--- src/rtl/console_port_sequencer.sv ---
// console_port_sequencer
// Drives one (S)NES controller-port data line from the system clock domain.
// Console latch/clock pins are synchronised, edge-detected and used to load
// a frame from the frame buffer and shift it out MSB first. Once the frame is
// exhausted the line is filled with OVERREAD_VAL. Lag frames (a latch that
// finds no new frame) and overreads are reported.
module console_port_sequencer #(
   parameter int unsigned WIDTH        = 16,
   parameter int unsigned SYNC_STAGES  = 2,
   parameter logic        OVERREAD_VAL = 1'b1
) (
   input  logic             clk,
   input  logic             rst,
   input  logic             con_latch,
   input  logic             con_clk,
   input  logic [WIDTH-1:0] frame_data,
   input  logic             frame_valid,
   output logic             frame_ready,
   output logic             con_data,
   output logic             busy,
   output logic             overread_flag,
   output logic [6:0]       bit_count,
   output logic [15:0]      lag_count
);

   typedef enum logic [1:0] {
      IDLE     = 2'd0,
      LATCHED  = 2'd1,
      SHIFTING = 2'd2,
      DRAINED  = 2'd3
   } state_t;

   state_t                 state;
   logic [SYNC_STAGES-1:0] latch_sync;
   logic [SYNC_STAGES-1:0] clk_sync;
   logic                   latch_s;
   logic                   clk_s;
   logic                   latch_d;
   logic                   clk_d;
   logic                   latch_rise;
   logic                   clk_rise;
   logic [WIDTH-1:0]       sr;
   logic [WIDTH-1:0]       held_frame;

   assign latch_s    = latch_sync[SYNC_STAGES-1];
   assign clk_s      = clk_sync[SYNC_STAGES-1];
   assign latch_rise = latch_s & ~latch_d;
   assign clk_rise   = clk_s & ~clk_d;

   // Handshake coincides with the load edge so valid && ready marks exactly
   // the frame captured; it is decoded from registers only, so it is glitch-free.
   assign frame_ready = latch_rise;

   // Pin synchronisers and edge history
   always_ff @(posedge clk) begin
      if (rst) begin
         latch_sync <= '0;
         clk_sync   <= '0;
         latch_d    <= 1'b0;
         clk_d      <= 1'b0;
      end else begin
         latch_sync <= {latch_sync[SYNC_STAGES-2:0], con_latch};
         clk_sync   <= {clk_sync[SYNC_STAGES-2:0], con_clk};
         latch_d    <= latch_s;
         clk_d      <= clk_s;
      end
   end

   // Port FSM: load on latch rise (takes priority over a coincident clock edge),
   // shift on clock rise, report overread once the frame is drained
   always_ff @(posedge clk) begin
      if (rst) begin
         state         <= IDLE;
         sr            <= '1;
         held_frame    <= '1;
         con_data      <= 1'b1;
         busy          <= 1'b0;
         overread_flag <= 1'b0;
         bit_count     <= '0;
         lag_count     <= '0;
      end else begin
         con_data <= sr[WIDTH-1];
         if (latch_rise) begin
            if (frame_valid) begin
               sr         <= frame_data;
               held_frame <= frame_data;
            end else begin
               sr <= held_frame;
               if (lag_count != 16'hFFFF) lag_count <= lag_count + 16'd1;
            end
            bit_count     <= '0;
            overread_flag <= 1'b0;
            busy          <= 1'b1;
            state         <= LATCHED;
         end else begin
            case (state)
               LATCHED: begin
                  if (!latch_s) state <= SHIFTING;
               end
               SHIFTING: begin
                  if (clk_rise) begin
                     sr        <= {sr[WIDTH-2:0], OVERREAD_VAL};
                     bit_count <= bit_count + 7'd1;
                     if (bit_count == 7'(WIDTH - 1)) begin
                        state <= DRAINED;
                        busy  <= 1'b0;
                     end
                  end
               end
               DRAINED: begin
                  if (clk_rise) begin
                     sr            <= {sr[WIDTH-2:0], OVERREAD_VAL};
                     overread_flag <= 1'b1;
                  end
               end
               default: ;
            endcase
         end
      end
   end

endmodule

--- config.mk ---
export PLATFORM = sky130hd
export DESIGN_NAME = console_port_sequencer
export DESIGN_NICKNAME = d
export VERILOG_FILES = /design/src/rtl/console_port_sequencer.sv
export SDC_FILE = /design/constraint.sdc
export NUM_CORES = 1
export LEC_CHECK = 0
export CORE_MARGIN = 2
export CORE_UTILIZATION = 50
export CTS_BUF_LIST = sky130_fd_sc_hd__clkbuf_4 sky130_fd_sc_hd__clkbuf_8
export CTS_CLUSTER_DIAMETER = 60
export DETAILED_ROUTE_END_ITERATION = 6
export PLACE_DENSITY = 0.79
export SYNTH_ARGS = -nofsm -noshare
export SYNTH_HDL_FRONTEND = slang
export SYNTH_SLANG_ARGS = --single-unit
export TNS_END_PERCENT = 20
--- constraint.sdc ---
create_clock -name clk -period 1.7 [get_ports clk]
set_input_delay 0.34 -clock clk [delete_from_list [all_inputs] [get_ports clk]]
set_output_delay 0.34 -clock clk [all_outputs]
set_load 0.005 [all_outputs]
==> impl_metrics.env <==
export IMPL_status="finished, violations left"
export IMPL_violations="negative setup slack"
export IMPL_clock_skew_final_ns=0.008258
export IMPL_reg2reg_slack_ns=-0.09
export IMPL_detailroute_via_count=2811
export IMPL_initial_utilization_pct=52.44
export IMPL_tritoncts="yes"
export IMPL_synthDominantAreaCellType="dfxtp_1"
export IMPL_cts_root_buffer_cell="clkbuf_8"
export IMPL_r2r_worst_path_depth=5
export IMPL_clk_pin_slew_ns=0.07
export IMPL_fp_dieW_um=80.46
export IMPL_grt_max_degree=49
export IMPL_finalWorstSetupSlack_ns=-0.08613
export IMPL_yosysTopAreaCellShare_pct=45.21
export IMPL_number_of_antenna_violations_at_the_first_check_in_global_routing=0
export IMPL_detailed_place_hpwl_mm=4.743
export IMPL_power_density_mw_per_mm2=820.7
export IMPL_netlist_top_cells_area="dfxtp_1 (45%), nand2_1 (6.7%), nor2b_1 (5.1%), a211oi_1 (4.6%), nand3_1 (4.6%)"
export IMPL_timing_worst_slew_pin_value_ns=0.4698
export IMPL_htree_depth=3
export IMPL_setup_viol=4
export IMPL_die_h_um=80.46
export IMPL_setup_slack_at_placement_ns=-0.5678
export IMPL_ios=48
export IMPL_sequential_share_of_the_synthesized_area_pct=45.21
export IMPL_drv_max_cap_violation_count=0
export IMPL_fin_nets=452
export IMPL_yosysWarningCount=0
export IMPL_tmin_final_ns=1.786
export IMPL_critical_setup_path_kind="reg -> reg"
export IMPL_crit_end="lag_count[13]"
export IMPL_cp_arrival_ns=2.05
export IMPL_core_mm2=0.005574
export IMPL_yosys_cell_count_top_type="dfxtp_1"
export IMPL_post_route_drc_count=0
export IMPL_finalCritPeriodShare_pct=105.1
export IMPL_die_area_mm2=0.006473
export IMPL_postSynthRegisterBits=66
export IMPL_min_from="sr[15]"
export IMPL_detail_route_antenna_nets=0
export IMPL_min_path_type="reg -> reg"
export IMPL_startpoint_of_the_worst_register_to_register_path="latch_d"
export IMPL_final_hold_viol_count=0
export IMPL_synth_top_cells_by_count="dfxtp_1 (66), nand2_1 (52), nand3_1 (27), o21ai_0 (26), nor2b_1 (24)"
export IMPL_cpLargestDelayFamily="simple AND/OR/NAND/NOR gates"
export IMPL_layout_drive_gt1_share_pct=18.89
export IMPL_placement_rows=27
export IMPL_buffer_ports_inserted=47
export IMPL_synthDistinctLibCells=41
export IMPL_gp_congestion=0.8213
export IMPL_count_of_flip_flops_with_a_built_in_enable_after_synthesis=0
export IMPL_crit_path_max_fanout=5
export IMPL_antenna_cells_inserted=0
export IMPL_drt_wirelength_per_cell_um=14.03
export IMPL_timing_critical_path_slowest_cell_delay_ns=0.60
export IMPL_synthesis_area_mm2=0.002923
export IMPL_flow_area_growth_from_synthesis_pct=36.43
export IMPL_fraction_of_registers_with_async_set_reset_pct=0
export IMPL_drt_pass1_iterations=4
export IMPL_cts_sinks=66
export IMPL_timing_critical_path_required_ns=1.96
export IMPL_ys_dominant_reg_cell="dfxtp_1"
export IMPL_first_global_vias=2523
export IMPL_critPathSlowestCell="or4b_4"
export IMPL_routed_wl_mm=7.100
export IMPL_cp_startpoint="latch_d"
export IMPL_cts_made_buffers=9
export IMPL_first_iteration_detailed_routing_drc_count=155
export IMPL_final_max_slew_violation_count=0
export IMPL_power_leakage_nw=1.630
export IMPL_ctsLongestPathBuffers=2
export IMPL_vdd_ir_drop_worst_mv=0.5583
export IMPL_syn_num_nets=377
export IMPL_setup_worst_path_start_class="register"
export IMPL_worstSkewPairLatency_ns=0.33
export IMPL_worstSetupPathDepth=5
export IMPL_syn_inst=354
export IMPL_grt_setup_unrepaired="yes"
export IMPL_worst_path_buf_inv=1
export IMPL_maxClockFrequency_mhz=559.9
export IMPL_end_kind="register"
export IMPL_synth_avg_cell_area_um2=8.257
export IMPL_worstPathCellList="nand2b_4 -> or4b_4 -> buf_6 -> or3_1 -> a21oi_1"
export IMPL_slew_headroom_pct=68.56
export IMPL_track_usage_pct=22.63
export IMPL_grt_pass1_wl_mm=11.49
export IMPL_routed_via_density=5.555
export IMPL_worstReg2RegEnd="lag_count[13]"
export IMPL_power_mw=3.273
export IMPL_global_route_overflow_total=0
## metrics by stage
step | hold WS, ns | TNS, ns | utilization [%] | area, µm² | cells
after floorplan | 0.4138 | -0.1446 | - | 2934 | 354
after global placement | 0.4345 | -9.069 | 66.53 | 3709 | 489
after detailed placement | 0.4293 | -10.68 | 66.53 | 3709 | 489
after CTS | 0.4419 | -0.1844 | 70.98 | 3956 | 506
after global routing | 0.4517 | -0.5337 | 71.54 | 3988 | 506
final | 0.4426 | -0.1876 | 71.54 | 3988 | 506
## registers in the layout, summed over array words and instances, names as in the netlist
register	flops
clk_sync	2
sr	16
lag_count	16
state	2
busy	1
held_frame	16
latch_sync	2
latch_d	1
overread_flag	1
bit_count	7
con_data	1
clk_d	1
## where the power goes
group	total (mW)	internal, mW	switching (mW)	leakage [nW]
Combinational	0.217	0.109	0.108	0.976
Clock	1.46	0.877	0.583	0.113
Sequential	1.60	1.58	0.0170	0.541
Total	3.27	2.56	0.708	1.63
## layout make-up
| cell class | instances | area (µm²) |
|---|---|---|
| clock buffers | 11 | 145.1 |
| fillers | 443 | 1587 |
| clock inverters | 5 | 77.57 |
| multi-input cells | 257 | 1534 |
| flip-flops and latches | 66 | 1335 |
| inverters | 6 | 22.52 |
| repair buffers | 89 | 783.3 |
| well taps | 72 | 90.09 |
## what timing repair did
action / in CTS / in global routing
pin swaps: 2 / 1
hold buffers: 0 / 0
resized for setup: 10 / 12
setup buffers: 1 / 0
endpoints found under the setup margin: 10 / 10
## logic make-up after synthesis
kind of cell,count (synthesis),synth area share (%)
AO/OA/AOI/OAI,71,15.33
XOR/XNOR,6,1.798
adder cells (fa/ha/maj),2,0.8560
buffers and inverters,31,3.981
flip-flops,66,45.21
multiplexers,3,1.156
AND/OR/NAND/NOR,175,31.68
## how the worst min path moves through the flow
stage	endpoint	slack, ns	cells past startpoint
detailed placement	con_data	0.43	1
global placement	latch_sync[1]	0.43	1
CTS	con_data	0.44	1
global route	latch_sync[1]	0.45	1
floorplan	clk_sync[1]	0.41	1
finish	con_data	0.44	1
## cells in the final DEF (no fill, tap or decap), drive strengths merged, types with 2 or more instances in the layout
| master | synthesis | layout |
|---|---|---|
| and3 | 17 | 17 |
| nor2 | 21 | 21 |
| clkdlybuf4s50 | 0 | 45 |
| nor4 | 3 | 3 |
| nand4 | 6 | 6 |
| o31ai | 5 | 5 |
| mux2 | 3 | 3 |
| nor2b | 24 | 24 |
| or4 | 5 | 5 |
| nand2 | 52 | 52 |
| inv | 6 | 6 |
| or3 | 5 | 5 |
| o41ai | 3 | 3 |
| nor4b | 2 | 2 |
| o311ai | 2 | 2 |
| ha | 2 | 2 |
| a21oi | 12 | 12 |
| clkbuf | 23 | 12 |
| bufinv | 0 | 2 |
| xor2 | 3 | 3 |
| buf | 2 | 42 |
| a211oi | 18 | 18 |
| xnor2 | 3 | 3 |
| and3b | 2 | 2 |
| clkinv | 0 | 2 |
| dfxtp | 66 | 66 |
| nand3 | 27 | 27 |
| or4b | 2 | 2 |
| nor3 | 4 | 4 |
| o21ai | 26 | 26 |
## routing by layer
| metal | wire length, µm | share of wire [%] | global-route usage [%] | vias to the layer above |
|---|---|---|---|---|
| met5 | 0 | 0 | 0 | - |
| met4 | 81 | 1.1 | 8.305 | 0 |
| met3 | 339 | 4.8 | 4.045 | 10 |
| met2 | 3328 | 47 | 36.42 | 71 |
| met1 | 3350 | 47 | 30.32 | 1316 |
| li1 | - | - | - | 1414 |
Note: power is estimated with default switching activity, not from simulation.
